[config.mk]
export PLATFORM = sky130hd
export DESIGN_NAME = pipe_ctrl
export DESIGN_NICKNAME = d
export VERILOG_FILES = /design/src/rtl/pipe_ctrl.sv
export SDC_FILE = /design/constraint.sdc
export NUM_CORES = 1
export LEC_CHECK = 0
export ABC_CLOCK_PERIOD_IN_PS = 1850
export BUFFER_PORTS_ARGS = -buffer_cell sky130_fd_sc_hd__buf_2
export CORE_ASPECT_RATIO = 1.1
export CORE_MARGIN = 1
export CORE_UTILIZATION = 44
export DETAILED_ROUTE_END_ITERATION = 12
export MAX_ROUTING_LAYER = met4
export PLACE_DENSITY = 0.83
export SLEW_MARGIN = 10
export SYNTH_ARGS = -nofsm -noshare
export SYNTH_HDL_FRONTEND = slang
export SYNTH_SLANG_ARGS = --single-unit
[constraint.sdc]
create_clock -name clk -period 1.85 [get_ports clk]
set_clock_uncertainty 0.2 [all_clocks]
set_input_delay 0.185 -clock clk [delete_from_list [all_inputs] [get_ports clk]]
set_output_delay 0.185 -clock clk [all_outputs]
set_load 0.01 [all_outputs]
[src/rtl/pipe_ctrl.sv]
// ---------------------------------------------------------------------------
// pipe_ctrl : central pipeline sequencer for the 5-stage core
//
// Produces the per-stage stall and flush vectors for the PC register and the
// IF/ID, ID/EX, EX/MEM and MEM/WB pipeline registers. It arbitrates between
// the redirect and hazard sources: CLINT trap, EX branch, EX multi-cycle busy
// and ID load-use. It also runs the JTAG halt / drain / resume sequence and
// holds on to a branch target that resolves while fetch is frozen.
//
// Vector bit map (stall and flush):
//   0 = pc, 1 = if_id, 2 = id_ex, 3 = ex_mem, 4 = mem_wb
//
// Handshake / timing: there are no valid/ready channels. Every output is
// combinational from the registered state and the current inputs. The
// consumers sample the outputs on the next rising clk edge. i_clint_req is a
// level that the CLINT holds until o_clint_assert has been seen.
//
// Ports:
//   clk               core clock
//   rst_n             asynchronous active-low reset
//   i_jtag_rst        debug reset: FSM back to RUN, branch latch cleared
//   i_jtag_halt_req   level halt request from the debug module
//   o_jtag_halt_ack   high while the core is halted
//   i_load_use        ID-stage load-use hazard
//   i_ex_busy         EX multi-cycle unit (divider) busy
//   i_branch_taken    EX branch/jump resolved taken
//   i_pc_branch       EX branch target
//   i_clint_req       CLINT trap request (level)
//   o_clint_assert    trap redirect to pc_reg
//   o_branch_taken    branch redirect to pc_reg
//   o_pc_branch       branch redirect target to pc_reg
//   o_stall_vec       per-stage hold
//   o_flush_vec       per-stage bubble insert
// ---------------------------------------------------------------------------
module pipe_ctrl #(
    parameter int PC_W         = 32,
    parameter int STALL_W      = 5,
    parameter int FLUSH_W      = 5,
    parameter int DRAIN_CYCLES = 4,
    parameter int CNT_W        = 3
) (
    input  logic               clk,
    input  logic               rst_n,
    input  logic               i_jtag_rst,
    input  logic               i_jtag_halt_req,
    output logic               o_jtag_halt_ack,
    input  logic               i_load_use,
    input  logic               i_ex_busy,
    input  logic               i_branch_taken,
    input  logic [PC_W-1:0]    i_pc_branch,
    input  logic               i_clint_req,
    output logic               o_clint_assert,
    output logic               o_branch_taken,
    output logic [PC_W-1:0]    o_pc_branch,
    output logic [STALL_W-1:0] o_stall_vec,
    output logic [FLUSH_W-1:0] o_flush_vec
);

    // Stage indices into the stall / flush vectors.
    localparam int IDX_PC     = 0;
    localparam int IDX_IF_ID  = 1;
    localparam int IDX_ID_EX  = 2;
    localparam int IDX_EX_MEM = 3;
    localparam int IDX_MEM_WB = 4;

    // Debug FSM states.
    localparam logic [1:0] ST_RUN    = 2'd0;
    localparam logic [1:0] ST_DRAIN  = 2'd1;
    localparam logic [1:0] ST_HALTED = 2'd2;
    localparam logic [1:0] ST_RESUME = 2'd3;

    localparam logic [CNT_W-1:0] CNT_LOAD = CNT_W'(DRAIN_CYCLES);
    localparam logic [CNT_W-1:0] CNT_ONE  = CNT_W'(1);

    // Registered state.
    logic [1:0]       r_state;
    logic [CNT_W-1:0] r_cnt;
    logic             r_lat_vld;
    logic [PC_W-1:0]  r_lat_pc;

    // Next-state values.
    logic [1:0]       w_next_state;
    logic [CNT_W-1:0] w_next_cnt;
    logic             w_next_lat_vld;
    logic [PC_W-1:0]  w_next_lat_pc;

    // In RUN, a branch only counts when EX is not busy. A busy EX owns the
    // branch unit result, so the branch input is ignored in that case.
    logic w_run_branch;
    // In RUN, the halt request is deferred while a redirect is taken. This
    // lets the redirect land in pc_reg before fetch is frozen.
    logic w_run_redirect;

    assign w_run_branch   = i_branch_taken & ~i_ex_busy;
    assign w_run_redirect = i_clint_req | w_run_branch;

    // -----------------------------------------------------------------------
    // Output and next-state logic
    // -----------------------------------------------------------------------
    always_comb begin
        o_stall_vec     = '0;
        o_flush_vec     = '0;
        o_clint_assert  = 1'b0;
        o_branch_taken  = 1'b0;
        o_pc_branch     = '0;
        o_jtag_halt_ack = 1'b0;

        w_next_state    = r_state;
        w_next_cnt      = r_cnt;
        w_next_lat_vld  = r_lat_vld;
        w_next_lat_pc   = r_lat_pc;

        if (i_jtag_rst) begin
            // Debug reset: bubble every pipeline register and go back to RUN.
            o_flush_vec[IDX_IF_ID]  = 1'b1;
            o_flush_vec[IDX_ID_EX]  = 1'b1;
            o_flush_vec[IDX_EX_MEM] = 1'b1;
            o_flush_vec[IDX_MEM_WB] = 1'b1;
            w_next_state            = ST_RUN;
            w_next_cnt              = '0;
            w_next_lat_vld          = 1'b0;
            w_next_lat_pc           = '0;
        end else begin
            case (r_state)
                ST_RUN: begin
                    if (i_clint_req) begin
                        o_clint_assert          = 1'b1;
                        o_flush_vec[IDX_IF_ID]  = 1'b1;
                        o_flush_vec[IDX_ID_EX]  = 1'b1;
                        o_flush_vec[IDX_EX_MEM] = 1'b1;
                    end else if (i_ex_busy) begin
                        o_stall_vec[IDX_PC]     = 1'b1;
                        o_stall_vec[IDX_IF_ID]  = 1'b1;
                        o_stall_vec[IDX_ID_EX]  = 1'b1;
                        o_flush_vec[IDX_EX_MEM] = 1'b1;
                    end else if (i_branch_taken) begin
                        o_branch_taken          = 1'b1;
                        o_pc_branch             = i_pc_branch;
                        o_flush_vec[IDX_IF_ID]  = 1'b1;
                        o_flush_vec[IDX_ID_EX]  = 1'b1;
                    end else if (i_load_use) begin
                        o_stall_vec[IDX_PC]     = 1'b1;
                        o_stall_vec[IDX_IF_ID]  = 1'b1;
                        o_flush_vec[IDX_ID_EX]  = 1'b1;
                    end

                    if (i_jtag_halt_req && !w_run_redirect) begin
                        w_next_state = ST_DRAIN;
                        w_next_cnt   = CNT_LOAD;
                    end
                end

                ST_DRAIN: begin
                    // Fetch is frozen. The PC holds, and IF/ID gets a bubble
                    // each cycle so that only the ID..WB contents retire.
                    o_stall_vec[IDX_PC]    = 1'b1;
                    o_flush_vec[IDX_IF_ID] = 1'b1;

                    if (i_ex_busy) begin
                        o_stall_vec[IDX_IF_ID]  = 1'b1;
                        o_stall_vec[IDX_ID_EX]  = 1'b1;
                        o_flush_vec[IDX_EX_MEM] = 1'b1;
                    end else if (i_branch_taken) begin
                        // Do not redirect into a frozen fetch. Keep the target
                        // and replay it when the core resumes. The latest
                        // branch wins.
                        o_flush_vec[IDX_ID_EX] = 1'b1;
                        w_next_lat_vld         = 1'b1;
                        w_next_lat_pc          = i_pc_branch;
                    end else if (i_load_use) begin
                        o_stall_vec[IDX_IF_ID] = 1'b1;
                        o_flush_vec[IDX_ID_EX] = 1'b1;
                    end

                    // Only cycles where EX makes progress count toward the
                    // drain. A drop of halt_req here does not abort the drain.
                    if (!i_ex_busy) begin
                        if (r_cnt <= CNT_ONE) begin
                            w_next_cnt   = '0;
                            w_next_state = ST_HALTED;
                        end else begin
                            w_next_cnt = r_cnt - CNT_ONE;
                        end
                    end
                end

                ST_HALTED: begin
                    o_jtag_halt_ack        = 1'b1;
                    o_stall_vec[IDX_PC]    = 1'b1;
                    o_flush_vec[IDX_IF_ID] = 1'b1;
                    if (!i_jtag_halt_req) begin
                        w_next_state = ST_RESUME;
                    end
                end

                ST_RESUME: begin
                    // One cycle that replays a branch latched during the
                    // drain. The redirect also bubbles the instruction that
                    // fetch presented at the old PC.
                    if (r_lat_vld) begin
                        o_branch_taken         = 1'b1;
                        o_pc_branch            = r_lat_pc;
                        o_flush_vec[IDX_IF_ID] = 1'b1;
                        o_flush_vec[IDX_ID_EX] = 1'b1;
                    end
                    w_next_lat_vld = 1'b0;
                    w_next_lat_pc  = '0;
                    w_next_state   = ST_RUN;
                end

                default: begin
                    w_next_state   = ST_RUN;
                    w_next_cnt     = '0;
                    w_next_lat_vld = 1'b0;
                    w_next_lat_pc  = '0;
                end
            endcase
        end
    end

    // -----------------------------------------------------------------------
    // State registers
    // -----------------------------------------------------------------------
    always_ff @(posedge clk or negedge rst_n) begin
        if (!rst_n) begin
            r_state   <= ST_RUN;
            r_cnt     <= '0;
            r_lat_vld <= 1'b0;
            r_lat_pc  <= '0;
        end else begin
            r_state   <= w_next_state;
            r_cnt     <= w_next_cnt;
            r_lat_vld <= w_next_lat_vld;
            r_lat_pc  <= w_next_lat_pc;
        end
    end

endmodule

=== Word-level counts from Yosys, hierarchy flattened ===
Cells that the tools add are included.

* Bits in registers: 38
* Input bits: 40
* Output and inout bits: 45
* Word-level logic and storage cells: 83

* Add/sub/neg operators: 1
* Magnitude comparators: 1
* Eq/ne operators: 8
* Mux-type cells: 57
* Bitwise logic cells: 3
* Reduce and logical (&&, ||, !) cells: 9

{| class="wikitable"
|+ Operator list
! cell !! count
|-
| $mux 32 || 8
|-
| $pmux 32 s2 || 2
|-
| $mux 3 || 8
|-
| $mux 1 || 20
|-
| $mux 2 || 10
|-
| $ne 3x3->1 const B || 5
|-
| $pmux 1 s2 || 4
|-
| $pmux 2 s4 || 1
|-
| $pmux 1 s3 || 2
|-
| $pmux 3 s2 || 1
|-
| $reduce_and 3->1 || 2
|-
| $reduce_bool 3->1 || 2
|-
| $eq 2x2->1 const B || 2
|-
| $pmux 2 s2 || 1
|-
| $reduce_and 4->1 || 1
|-
| $le 3x1->1 const B || 1
|-
| $sub 3x1->3 const B || 1
|-
| $eq 2x1->1 const B || 1
|-
| $logic_not 2->1 || 1
|-
| $reduce_or 2->1 || 1
|-
| $and 1x1->1 || 1
|-
| $logic_and 1x1->1 || 1
|-
| $logic_not 1->1 || 1
|-
| $not 1->1 || 1
|-
| $or 1x1->1 || 1
|}

=== Depth between registers and ports, before layout ===
Gate-level depths: netlist of run 1.

* Word-level depth: 8
* Mapped depth: 8
* Gate-level depth less buffers: 6

=== Worst setup path before layout of run 1 ===
Ideal clock, no wire load.

* Kind: reg-to-output
* Start point: register r_state[0]
* End point: output o_pc_branch[22]
* Arrival: 1.700 ns
* Data required time: 1.465 ns
* Slack: -0.235 ns
* Cell stages (with the launch flop): 9
* Path buffers: 2
* Path through: dfrtp_1 -> inv_1 -> ha_1 -> buf_2 -> and2b_1 -> nor3b_2 -> buf_4 -> a22oi_1 -> nor2_1

* Longest elaborated chain between the ends: 3
* Elaborated cells on any way between the ends: 4
* Those cells by class: eq/ne: 1; mux: 2; reduce/logical: 1

{| class="wikitable"
|+ RTL lines
! element !! line !! RTL
|-
| from (decl) || 76 || <nowiki>logic [1:0] r_state;</nowiki>
|-
| from (signal assigned) || 231 || <nowiki>r_state <= w_next_state;</nowiki>
|-
| $eq 2x2->1 or $logic_not 2->1 (tied branches) || 124 || <nowiki>case (r_state)</nowiki>
|-
| $pmux 32 s2 * || 124 ||
|-
| $mux 32 * || 113 || <nowiki>if (i_jtag_rst) begin</nowiki>
|-
| to (decl) || 54 || <nowiki>output logic [PC_W-1:0] o_pc_branch,</nowiki>
|}

Every way passes the cells marked *; elsewhere a longest branch is shown, timed or not.

=== Worst setup path in the final report of run 1 ===
* Start point: register r_state[1]
* End point: output o_pc_branch[21]

The elaborated chain is that of the path after synthesis.

==> results of run 1 <==
[sequential cells by signal, summed over array words and instances, names as in the netlist]
register   flops
r_cnt          3
r_lat_pc      32
r_lat_vld      1
r_state        2
[synthesized netlist by cell type (all sizes together)]
cell type	n
a21o	2
nand3b	1
o21ba	1
and2b	1
clkbuf	9
o21bai	3
nor2	41
a21boi	1
nand2	1
nor3b	4
or2	2
ha	7
inv	6
o41ai	1
a311oi	1
a211oi	1
a31oi	2
and2	2
a22o	32
a21oi	4
nor4	1
nor2b	2
conb	1
o22ai	1
buf	17
mux2	2
nor3	4
nand2b	3
mux2i	1
dfrtp	38
a22oi	32
o21ai	2
[final cells by class]
type                       instances  share of cell area [%]
tap                               56                    1.80
timing repair buffer             164                    34.9
clock buffer                       7                    1.96
sequential                        38                    24.4
multi-input combinational        158                    35.6
inverter                           6                   0.578
clock inverter                     1                   0.770
[kinds of logic after synthesis]
| family | count (synthesis) | synth area share [%] |
|---|---|---|
| and+or+nand+nor | 62 | 13.9 |
| AOI/OAI and AO/OA | 83 | 29.8 |
| adders and majority gates | 7 | 3.89 |
| buffers and inverters | 32 | 8.27 |
| DFF | 38 | 42.2 |
| other | 1 | 0.166 |
| muxes | 3 | 1.78 |
[power by group]
group	switching, mW	internal [mW]	leakage [nW]
combinational	1.22	1.36	1.28
clock	0.308	0.404	0.0524
sequential	0.170	1.05	0.513
total	1.70	2.81	1.84
[worst register-to-register path: stages (launching register included)]
cell and delay (ps):
sky130_fd_sc_hd__dfrtp_1 400, sky130_fd_sc_hd__buf_4 150, sky130_fd_sc_hd__buf_4 140, sky130_fd_sc_hd__ha_4 170, sky130_fd_sc_hd__buf_4 140, sky130_fd_sc_hd__a21boi_2 160, sky130_fd_sc_hd__a311oi_4 160, sky130_fd_sc_hd__buf_4 190
sky130_fd_sc_hd__nor4_2 300, sky130_fd_sc_hd__o21bai_2 190
[per-stage QoR]
stage	TNS, ps	util, %	hold WS, ps	area, um^2	instances
floorplan	-4290	-	-311	2390	228
global placement	-2970	61.6	-32.8	2950	367
detailed placement	-6470	61.6	-32.0	2950	367
CTS	-17330	79.0	169	3780	426
global route	-29560	81.5	191	3900	430
finish	-25870	81.5	182	3900	430
[what timing repair did]
item,CTS,global route
pin swaps,10,13
resized for setup,48,17
setup endpoints to repair,77,79
buffers inserted,11,3
hold endpoints to repair,70,0
gates cloned,7,2
hold buffers,33,0
[routing by layer]
layer,vias to the layer above,part of all wire (%)
li1,1115,-
met2,154,52
met4,0,2.0
met3,17,6.3
met5,-,0
met1,1221,39
[final timing paths]
path                               from              end  slack, ps
min in group clk             i_jtag_rst       r_state[0]        180
setup reg to reg             r_state[0]         r_cnt[0]       -430
setup / recovery             r_state[1]  o_pc_branch[21]       -510
hold / removal                    rst_n       r_state[0]        180
max in group asynchronous         rst_n     r_lat_pc[13]       1070
hold reg to reg            r_lat_pc[27]     r_lat_pc[27]        310
==> results.md, run 1 <==
- The flow ran to the end, but the final reports show violations.
- The final reports fail on setup timing.
- The average cell area after synthesis is 9.97 um^2.
- The number of routed nets with antenna violations is 0.
- Clock-pin slew was measured on the worst setup and hold paths at 80 ps.
- Once detailed placement completed, the half-perimeter wirelength came to 4.02 mm.
- The number of antenna violations at the first check in global routing came to 0.
- In the routed layout, each cell is associated on average with a via count of 5.83.
- Cells with a size suffix above 1 make up 52.4% of the layout.
- STA classifies the critical path endpoint as an output pin.
- The global-route track usage on met1 is 39.8%.
- The wire length per cell after detailed routing is 20.2 um.
- Timing analysis after detailed placement gives a worst setup slack of -182 ps.
- The worst setup slack after layout is -512 ps.
- The type of the worst setup path is flop to output pin.
- The y dimension of the die is 77.1 um.
- The number of cells on the worst reg-to-reg path is 9.
- Clock tree synthesis found a total of 38 sinks.
- The top cell types in the final layout, fill and taps aside, are sky130_fd_sc_hd__buf_2, sky130_fd_sc_hd__dfrtp_1, sky130_fd_sc_hd__dlygate4sd3_1.
- The fraction of the cycle the final worst path needs is 128%.
- IR analysis of the VDD net gives a maximum drop of 891 uV.
- The number of warnings issued by yosys is 0.
- The filler cell count in the final layout is 270.
- After global routing, the most crowded layer is met2.
- CTS built an H-tree with a depth of 2.
- The total CTS buffers is 5.
- The critical path data required time is 1460 ps.
- The class of the worst hold path is input pin to async pin.
- The multi-input combinational cells in the finished layout cover a total of 0.00139 mm^2.
- The number of storage elements in the synthesis netlist is 38.
- The number of placed I/O pins is 85.
- The instance count of the mapped netlist is 226.
- The share of the Yosys chip area taken by registers is 42.2%.
- No sink is reached through more buffers than the 2 on the longest clock path.
- The master of the slowest instance on the critical path is sky130_fd_sc_hd__dfrtp_1.
- For this run, the top clock speed supported by timing is 0.423 GHz.
- In this run the worst path has a maximum fanout of 8.
- The number of global-route vias before repair was 2501.
- The global-route wire length before repair is 13.0 mm.
- In this design, the largest share of critical-path delay is due to buffers and inverters.
- The total global-route track usage is 31.8%.
- The combined area of all synthesized cells is 0.00225 mm^2.
- Setup violations remaining at the end of the flow were counted as 78.
- The library cell used most frequently in the layout, excluding fill and tap cells, is sky130_fd_sc_hd__buf_2.
- The layout overhead on the synthesized area is 73.0%.
- After layout, the design draws a total of 4.51 mW.
- The total overflow left after global routing is 0.
- At the end of the flow, the number of nets in the layout was 420.
- The maximum number of pins on one net before global-route repair is 39.
- Across the run, the number of max-cap violations was 0.
- The number of buffer and inverter instances along the worst setup path is 4.
- Global routing consumed, on the met2 layer, 52.6% of the routing resources.
- The critical path crosses 9 cells after its start point.
- The number of slew-limit violations in the final report came to 0.
- Ranked by total cell area, the synthesized netlist is headed by sky130_fd_sc_hd__dfrtp_1, sky130_fd_sc_hd__a22o_1, sky130_fd_sc_hd__a22oi_1.
- The worst setup path is launched from a flop.
- The endpoint arrival time on the critical path is 1980 ps.
- The number of core rows is 26.
- The delay of the slowest critical-path stage is 410 ps.
- The detailed router placed 2507 vias in this run.
- The placeable core area is 0.00478 mm^2.
- In this run the power density over the cells is 1160 mW/mm^2.
- Setup repair after global routing could not meet its margin everywhere.
- The die outline width is 70.2 um.
- 0 antenna diodes ended up in the layout.
- The dominant cell type by area after synthesis is sky130_fd_sc_hd__dfrtp_1.
- The tree is rooted in a sky130_fd_sc_hd__clkbuf_8.
- The CTS tree is done.
- The sequential cells in the finished layout cover a total of 951 um^2.
- For this configuration, the core starts out at a cell density of 47.1%.
- The placer's final routability congestion estimate is 0.842.
- The analysis attributes to cell leakage a power of 1.84 nW.
- The synthesized netlist contains 38 unique library cells.
- The number of hold-slack violations in the final timing report is 0.
- In this run the tool buffered the top-level ports with 81 buffer cells.
- The total length of routed wires is 8.69 mm.
- The smallest clock period supported by the final layout is computed as 2360 ps.
- In the global route stage, met3 resource usage came out at 4.47%.
- For this block, the initial DRC count from the detailed router was 204.
- Before antenna repair, the detailed router went through 5 iterations.
- At the later pin of the worst-skew pair, clock insertion delay measures 300 ps.
- After synthesis, the largest area contributor takes up 42.2% of total cell area.
- The floorplan step defined a die boundary enclosing 0.00541 mm^2.
- The number of remaining DRC errors is 0.
- The critical path goes through inv_2 > ha_4 > and2b_1 > nor3b_4 > buf_6 > buf_8 > a22oi_2 > nor2_1 > buf_2.
(Power assumes the default switching activity.)
==> run 2: changes to the inputs <==
--- a/config.mk
+++ b/config.mk
@@ -5,14 +5,15 @@
 export SDC_FILE = /design/constraint.sdc
 export NUM_CORES = 1
 export LEC_CHECK = 0
+export ABC_AREA = 1
 export ABC_CLOCK_PERIOD_IN_PS = 1850
 export BUFFER_PORTS_ARGS = -buffer_cell sky130_fd_sc_hd__buf_2
 export CORE_ASPECT_RATIO = 1.1
 export CORE_MARGIN = 1
-export CORE_UTILIZATION = 44
+export CORE_UTILIZATION = 47
 export DETAILED_ROUTE_END_ITERATION = 12
 export MAX_ROUTING_LAYER = met4
-export PLACE_DENSITY = 0.83
+export PLACE_DENSITY = 0.85
 export SLEW_MARGIN = 10
 export SYNTH_ARGS = -nofsm -noshare
 export SYNTH_HDL_FRONTEND = slang
==> run 2 against run 1 <==
Against the previous run:
- the flow still finishes with violations (setup timing)
- setup slack better by 81 ps
- cell count increased by 31%
- combinational power up 21%
- design area is 6.5% higher
- sequential power increased by 9.8%
- hold slack got worse by 17 ps
- synthesized area rose by 19%
- clock power shrank 13%
- non-clock buffer count shrank 11
- fmax is 3.5% higher
- via count grew 36%
==> results.md, run 2 <==
- The run finished, with violations left.
- The final reports fail on setup timing.
- The via-per-instance ratio is 6.06.
- In the final routed layout, each cell accounts on average for 18.7 um.
- The commonest register cell after synthesis is sky130_fd_sc_hd__dfrtp_1.
- The worst setup slack after layout is -431 ps.
- The clock reaches the later pin of the worst-skew pair after 300 ps.
- Synthesis produced a netlist whose cell count is 361.
- In this run the tightest slew margin relative to its limit is 64.4%.
- The pin slew with the least headroom to its limit is 534 ps.
- The layout overhead on the synthesized area is 55.3%.
- The sum of met2 wire segment lengths after detailed routing is 5.47 mm.
- The total CTS buffers is 5.
- The worst setup timing slack at the placement stage is -18.4 ps.
- The routed length on met3 is 813 um.
- The global-route wire length before repair is 13.5 mm.
- The fraction of the cycle the final worst path needs is 123%.
- The detailed router put a total of 3.80 mm of wire on met1.
- The register with the most flip-flops in the layout has 32 of them.
- The filler cells instantiated in the layout total 359.
- Synthesis inferred 38 register bits.
- For the worst setup path, the data arrival time is 1900 ps.
- Along the worst path, the maximum fanout reaches 5.
- The share of final-layout standard cells stronger than drive strength 1 is 46.6%.
- The number of hold-slack violations in the final timing report is 0.
- The floorplan step defined a die boundary enclosing 0.00599 mm^2.
- The number of placed I/O pins is 85.
- Port buffering added 81 buffers.
- The type of origin of the critical path is a flop.
- The length of the first detailed-routing pass in iterations is 7.
- The count of unique library cells instantiated by Yosys is 25.
- Of the synthesized area, sequential elements account for 35.6%.
- The average cell area after synthesis is 7.41 um^2.
- Counting instances in the post-synthesis netlist gives the leading cell types as sky130_fd_sc_hd__nand3_1, sky130_fd_sc_hd__nand2_1, sky130_fd_sc_hd__dfrtp_1.
- The class of the worst hold path is input pin to flop.
- The type of the worst setup path is flop to output pin.
- Ranked by total cell area, the synthesized netlist is headed by sky130_fd_sc_hd__dfrtp_1, sky130_fd_sc_hd__nand3_1, sky130_fd_sc_hd__nand2_1.
- The initial utilization of the core area, before any placement, comes to 49.2%.
- The antenna diode instance count is 0.
- STA puts the critical path data required time at 1460 ps.
- The largest registers in the layout are r_lat_pc: 32 flops, r_cnt: 3 flops, r_state: 2 flops.
- The peak ir drop on the vdd network is 696 uV.
- The floorplan has 28 rows.
- The H-tree depth is 2.
- The number of warnings issued by yosys is 0.
- The floorplan step set the die height to 81.1 um.
- The die outline width is 73.9 um.
- The clock drives 38 sinks.
- The number of slew-limit violations in the final report came to 0.
- Derived from the worst setup path, the maximum achievable clock frequency is 0.438 GHz.
- The final layout contains 535 nets.
- The wire-length estimate of the detail-placed layout is 5.12 mm.
- The proportion of netlist area held by the largest area contributor is 35.6%.
- The placeable core area is 0.00543 mm^2.
- The total length of routed wires is 10.6 mm.
- The most common cell after layout, fill and taps aside is sky130_fd_sc_hd__nand3_1.
- The placer's final routability congestion estimate is 0.919.
- Yosys instantiated no cell more often than sky130_fd_sc_hd__nand3_1.
- The number of flops mapped to enable cells by yosys is 0.
- The total global-route track usage is 30.3%.
- The CTS tree is done.
- The iteration-0 DRC count of the detailed router is 395.
- The post-route cell area is 0.00415 mm^2.
- The register with the most flip-flops in the final layout is r_lat_pc.
- The routed layout has 3417 vias.
- The top routing layer in use is met4.
- The mapped netlist covers 0.00267 mm^2.
- STA classifies the critical path endpoint as an output pin.
- Setup violations remaining at the end of the flow were counted as 73.
- The number of routed nets with antenna violations is 0.
- The total grt overflow is 0.
- After synthesis, the share of flip-flops with an asynchronous set or reset is 100%.
- The worst hold slack is 164 ps.
- In this run the cell area measured after placement is 0.00314 mm^2.
- For this design the static power due to leakage is 1.89 nW.
- The reported max-cap violation count is 0.
- The library cells used most frequently in the layout, excluding fill and tap cells, are sky130_fd_sc_hd__nand3_1, sky130_fd_sc_hd__buf_2, sky130_fd_sc_hd__dfrtp_1.
- Entering global routing, the biggest net connects 36 pins.
- After clock tree synthesis, the clock-pin slew on the worst setup and hold paths is 80 ps.
- After detailed routing, the number of remaining DRC violations is 0.
- CTS placed an instance of sky130_fd_sc_hd__clkbuf_8 at the clock tree root.
- The largest total area in the synthesized netlist belongs to sky130_fd_sc_hd__dfrtp_1.
- The number of antenna violations at the first check in global routing is 0.
- The minimum period implied by the final worst setup slack is 2280 ps.
- The power density of the placed cells is 1220 mW/mm^2.
- The longest clock path from root to sink contains 2 buffers.
- The number of global-route vias before repair is 3003.
- Setup repair after global routing could not meet its margin everywhere.
## run 2: what timing repair did
item,4_1_cts,5_1_grt
setup buffers,7,6
pin swaps,3,17
cloned,2,10
hold buffers,33,0
setup endpoints to repair,40,73
endpoints found under the hold margin,52,0
gates resized for setup,19,79
## run 2: final timing paths
check / from / cells after the start / slack (ps) / end
setup / recovery: r_state[1] / 8 / -430 / o_pc_branch[19]
hold / removal: i_jtag_halt_req / 6 / 160 / r_state[1]
setup reg to reg: r_state[1] / 11 / -220 / r_lat_pc[24]
hold reg to reg: r_lat_pc[12] / 2 / 300 / r_lat_pc[12]
max in group asynchronous: rst_n / 3 / 560 / r_lat_vld
min in group asynchronous: rst_n / 2 / 190 / r_lat_pc[29]
## run 2: area by class of cell
| cell class | count | area, um^2 | share of cell area [%] |
|---|---|---|---|
| timing repair inverter | 1 | 6.26 | 0.151 |
| inverter | 20 | 85.1 | 2.05 |
| sequential | 38 | 951 | 22.9 |
| clock inverter | 2 | 12.5 | 0.301 |
| clock buffer | 6 | 82.6 | 1.99 |
| tap | 75 | 93.8 | 2.26 |
| timing repair buffer | 153 | 1200 | 28.9 |
| multi-input combinational | 269 | 1720 | 41.5 |
## run 2: metrics by stage
step / power (mW) / TNS (ps) / cells / utilization, %
after floorplan: 2.68 / 0 / 363 / -
after global placement: 3.22 / -5.45 / 503 / 57.9
after detailed placement: 3.30 / -39.0 / 503 / 57.9
after CTS: 4.30 / -8290 / 553 / 68.8
after global routing: 5.33 / -23410 / 564 / 76.5
final: 5.08 / -19200 / 564 / 76.5
## run 2: power by group
group	switching, mW	internal [mW]	total, mW
registers	0.246	1.09	1.34
clock network	0.322	0.300	0.622
logic	1.84	1.29	3.12
## run 2: critical path, stage by stage (launching register included)
cell                      delay (ps)
sky130_fd_sc_hd__dfrtp_1         430
sky130_fd_sc_hd__inv_2           110
sky130_fd_sc_hd__ha_4            150
sky130_fd_sc_hd__inv_4            40
sky130_fd_sc_hd__nor2_4          230
sky130_fd_sc_hd__buf_6           200
sky130_fd_sc_hd__nand3_2          90
sky130_fd_sc_hd__a21oi_2         190
sky130_fd_sc_hd__buf_2           160
## run 2: logic make-up (layout without fill, tap and decap cells)
kind of cell	after synthesis	count (layout)	share of synthesized area, %
buffers and inverters	56	182	11.7
other	1	3	0.140
DFF	38	38	35.6
AOI/OAI and AO/OA	76	76	17.6
and+or+nand+nor	183	183	31.7
adders and majority gates	7	7	3.28
## run 2: per-layer routing
| layer | GRT usage (%) | vias to the layer above |
|---|---|---|
| met5 | - | - |
| met4 | 12.1 | 0 |
| met3 | 4.47 | 62 |
| met2 | 52.4 | 225 |
| met1 | 35.1 | 1644 |
| li1 | - | 1486 |
==> run 3: changes to the inputs <==
--- a/config.mk
+++ b/config.mk
@@ -6,7 +6,7 @@
 export NUM_CORES = 1
 export LEC_CHECK = 0
 export ABC_AREA = 1
-export ABC_CLOCK_PERIOD_IN_PS = 1850
+export ABC_CLOCK_PERIOD_IN_PS = 2000
 export BUFFER_PORTS_ARGS = -buffer_cell sky130_fd_sc_hd__buf_2
 export CORE_ASPECT_RATIO = 1.1
 export CORE_MARGIN = 1
==> constraint.sdc (replaced) <==
create_clock -name clk -period 2 [get_ports clk]
set_clock_uncertainty 0.2 [all_clocks]
set_input_delay 0.2 -clock clk [delete_from_list [all_inputs] [get_ports clk]]
set_output_delay 0.2 -clock clk [all_outputs]
set_load 0.01 [all_outputs]
==> run 3 against run 2 <==
Against the previous run:
- the flow finishes with violations (hold timing, setup timing)
- critical path depth is 1 higher
- flip-flop and latch count stayed put
- setup slack better by 210 ps
- hold slack worse by 160 ps
- design area is 9.1% lower
- global-route usage is 2.4 points lower
- critical path type unchanged
- cell count is 3.2% lower
- critical endpoint is now o_pc_branch[1]
- combinational power is 24% lower
- register-to-register slack better by 390 ps
==> results.md, run 3 (synthesized netlist as in run 2, its figures left out) <==
- In the final design database the tool counted 517 nets.
- The endpoint arrival time on the critical path is 1820 ps.
- The number of routed nets with antenna violations is 0.
- Headroom to the max-slew limit came out at 50.7%.
- The layout overhead on the synthesized area is 41.2%.
- The number of remaining DRC errors is 0.
- Along the worst path, the maximum fanout reaches 9.
- Clock-pin slew was measured on the worst setup and hold paths at 80 ps.
- Using the TritonRoute via totals, the vias-per-cell ratio works out to 5.51.
- The worst setup slack after layout is -218 ps.
- In this run the static leakage power is 1.72 nW.
- The type of element capturing the critical path is an output pin.
- The number of slew-limit violations in the final report is 0.
- The reported max-cap violation count is 0.
- The placeable core area is 0.00543 mm^2.
- The die covers 0.00599 mm^2.
- Clock latency on the worst-skew pair, taken at its later pin, is 300 ps.
- The number of antenna violations at the first check in global routing is 0.
- The most common cell after layout, fill and taps aside is sky130_fd_sc_hd__nand3_1.
- Setup repair after global routing could not meet its margin everywhere.
- The critical path in this run is classified as flop to output pin.
- The number of global-route vias before repair is 2761.
- The most flop-heavy register is r_lat_pc.
- Entering global routing, the biggest net connects 56 pins.
- IR analysis of the VDD net gives a maximum drop of 693 uV.
- The tightest min-delay check is of the input pin to flop type.
- The number of hold-slack violations in the final timing report was 1.
- The clock sink count is 38.
- The total grt overflow is 0.
- The final number of setup-violating endpoints is 37.
- The root buffer cell chosen for the clock tree is sky130_fd_sc_hd__clkbuf_8.
- The length of the first detailed-routing pass in iterations is 5.
- The antenna diode instance count is 0.
- OpenSTA, run right after detailed placement, puts the worst setup slack at 107 ps.
- The fraction of the cycle the final worst path needs is 111%.
- The number of placed cells counting well taps is 502.
- The total chip power is 4.13 mW.
- The pin slew with the least headroom to its limit is 739 ps.
- The quantity of I/O buffers inserted on ports is 81.
- The H-tree was split into 2 levels.
- After the first detailed-routing iteration, the DRC count stood at 301.
- For this run, the total global-route usage over all layers was measured as 27.9%.
- The initial utilization of the core area, before any placement, comes to 49.2%.
- The power density of the placed cells is 1090 mW/mm^2.
- Once layout is complete, the cells apart from fillers number 546.
- The first global-routing pass estimated 12.5 mm of wire.
- The largest registers in the layout are r_lat_pc: 32 flops, r_cnt: 3 flops, r_state: 2 flops.
- The number of core rows is 28.
- The library cells used most frequently in the layout, excluding fill and tap cells, are sky130_fd_sc_hd__nand3_1, sky130_fd_sc_hd__buf_2, sky130_fd_sc_hd__nand2_1.
- The finished cells cover 0.00377 mm^2.
- The flip-flop count of the largest register, all copies and words added is 32.
- The placer's final routability congestion estimate is 0.910.
- The critical path data required time is 1600 ps.
- Timing would allow up to 0.451 GHz.
- The via count is 3011.
- On the final layout, the worst hold slack is -0.0638 ps.
- The wire length per cell after detailed routing is 15.0 um.
- The instance area after placement is 0.00314 mm^2.
- The number of placed I/O pins is 85.
- TritonCTS built the clock tree.
- After detailed routing, the total wire length is 8.18 mm.
- Detailed placement ended at an HPWL of 4.86 mm.
- The deepest clock path buffer count is 2.
- Clock tree synthesis inserted a total of 5 buffers.
- The minimum period implied by the final worst setup slack is 2220 ps.
- Fill cells in the final layout number 437.
- The flow ran to the end, but the final reports show violations.
- From left edge to right edge, the die measures 73.9 um.
- The type of origin of the critical path is a flop.
- The final reports fail on hold timing, setup timing.
- In this run the vertical extent of the chip is 81.1 um.
- The share of final-layout standard cells stronger than drive strength 1 is 37.4%.
[run 3: through the flow]
step           TNS, ps  util, %
2_1_floorplan        0        -
3_3_place_gp         0     57.7
3_5_place_dp         0     57.7
4_1_cts          -4300     66.2
5_1_grt          -6640     69.5
6_report         -4900     69.5
[run 3: per-layer routing]
metal | global-route usage, % | vias up | routed length [um]
li1 | - | 1442 | -
met5 | - | - | 0
met2 | 48.7 | 145 | 4180
met4 | 6.92 | 0 | 151
met3 | 3.35 | 17 | 466
met1 | 34.1 | 1407 | 3380
[run 3: cell type report]
cell class	instances	area [um^2]	area share, %
clock buffers	6	82.6	2.19
clock inverters	2	12.5	0.331
inverters	20	77.6	2.06
multi-input cells	269	1560	41.3
flip-flops and latches	38	951	25.2
well taps	75	93.8	2.49
repair buffers	136	997	26.4
[run 3: timing repair]
item | CTS | global route
hold buffers | 25 | 2
setup buffers | 4 | 6
pin swaps | 4 | 9
gates cloned | 1 | 1
endpoints found under the setup margin | 37 | 38
endpoints found under the hold margin | 54 | 2
resized for setup | 14 | 31
[run 3: critical path, cell delays in order (launching register included)]
cell and delay [ps]:
sky130_fd_sc_hd__dfrtp_1 420, sky130_fd_sc_hd__inv_2 100, sky130_fd_sc_hd__ha_4 150, sky130_fd_sc_hd__inv_4 40, sky130_fd_sc_hd__nor2_4 130, sky130_fd_sc_hd__buf_6 140, sky130_fd_sc_hd__clkbuf_16 150, sky130_fd_sc_hd__nand3_1 80
sky130_fd_sc_hd__a21oi_1 150, sky130_fd_sc_hd__buf_2 170
[run 3: worst paths after layout]
check | from | to | slack (ps) | cells after the start
setup / recovery | r_state[1] | o_pc_branch[1] | -220 | 9
hold / removal | i_pc_branch[19] | r_lat_pc[19] | -0.06 | 3
setup reg to reg | r_state[1] | r_lat_pc[7] | 170 | 10
hold reg to reg | r_lat_pc[8] | r_lat_pc[8] | 290 | 2
max in group asynchronous | rst_n | r_lat_pc[8] | 680 | 3
min in group asynchronous | rst_n | r_lat_pc[25] | 300 | 2
[run 3: power by group]
group          leakage, nW  internal, mW  total [mW]  switching (mW)
registers            0.496          1.01        1.18           0.167
clock network       0.0472         0.277       0.570           0.293
logic                 1.18         0.972        2.38            1.41
total                 1.72          2.26        4.13            1.87
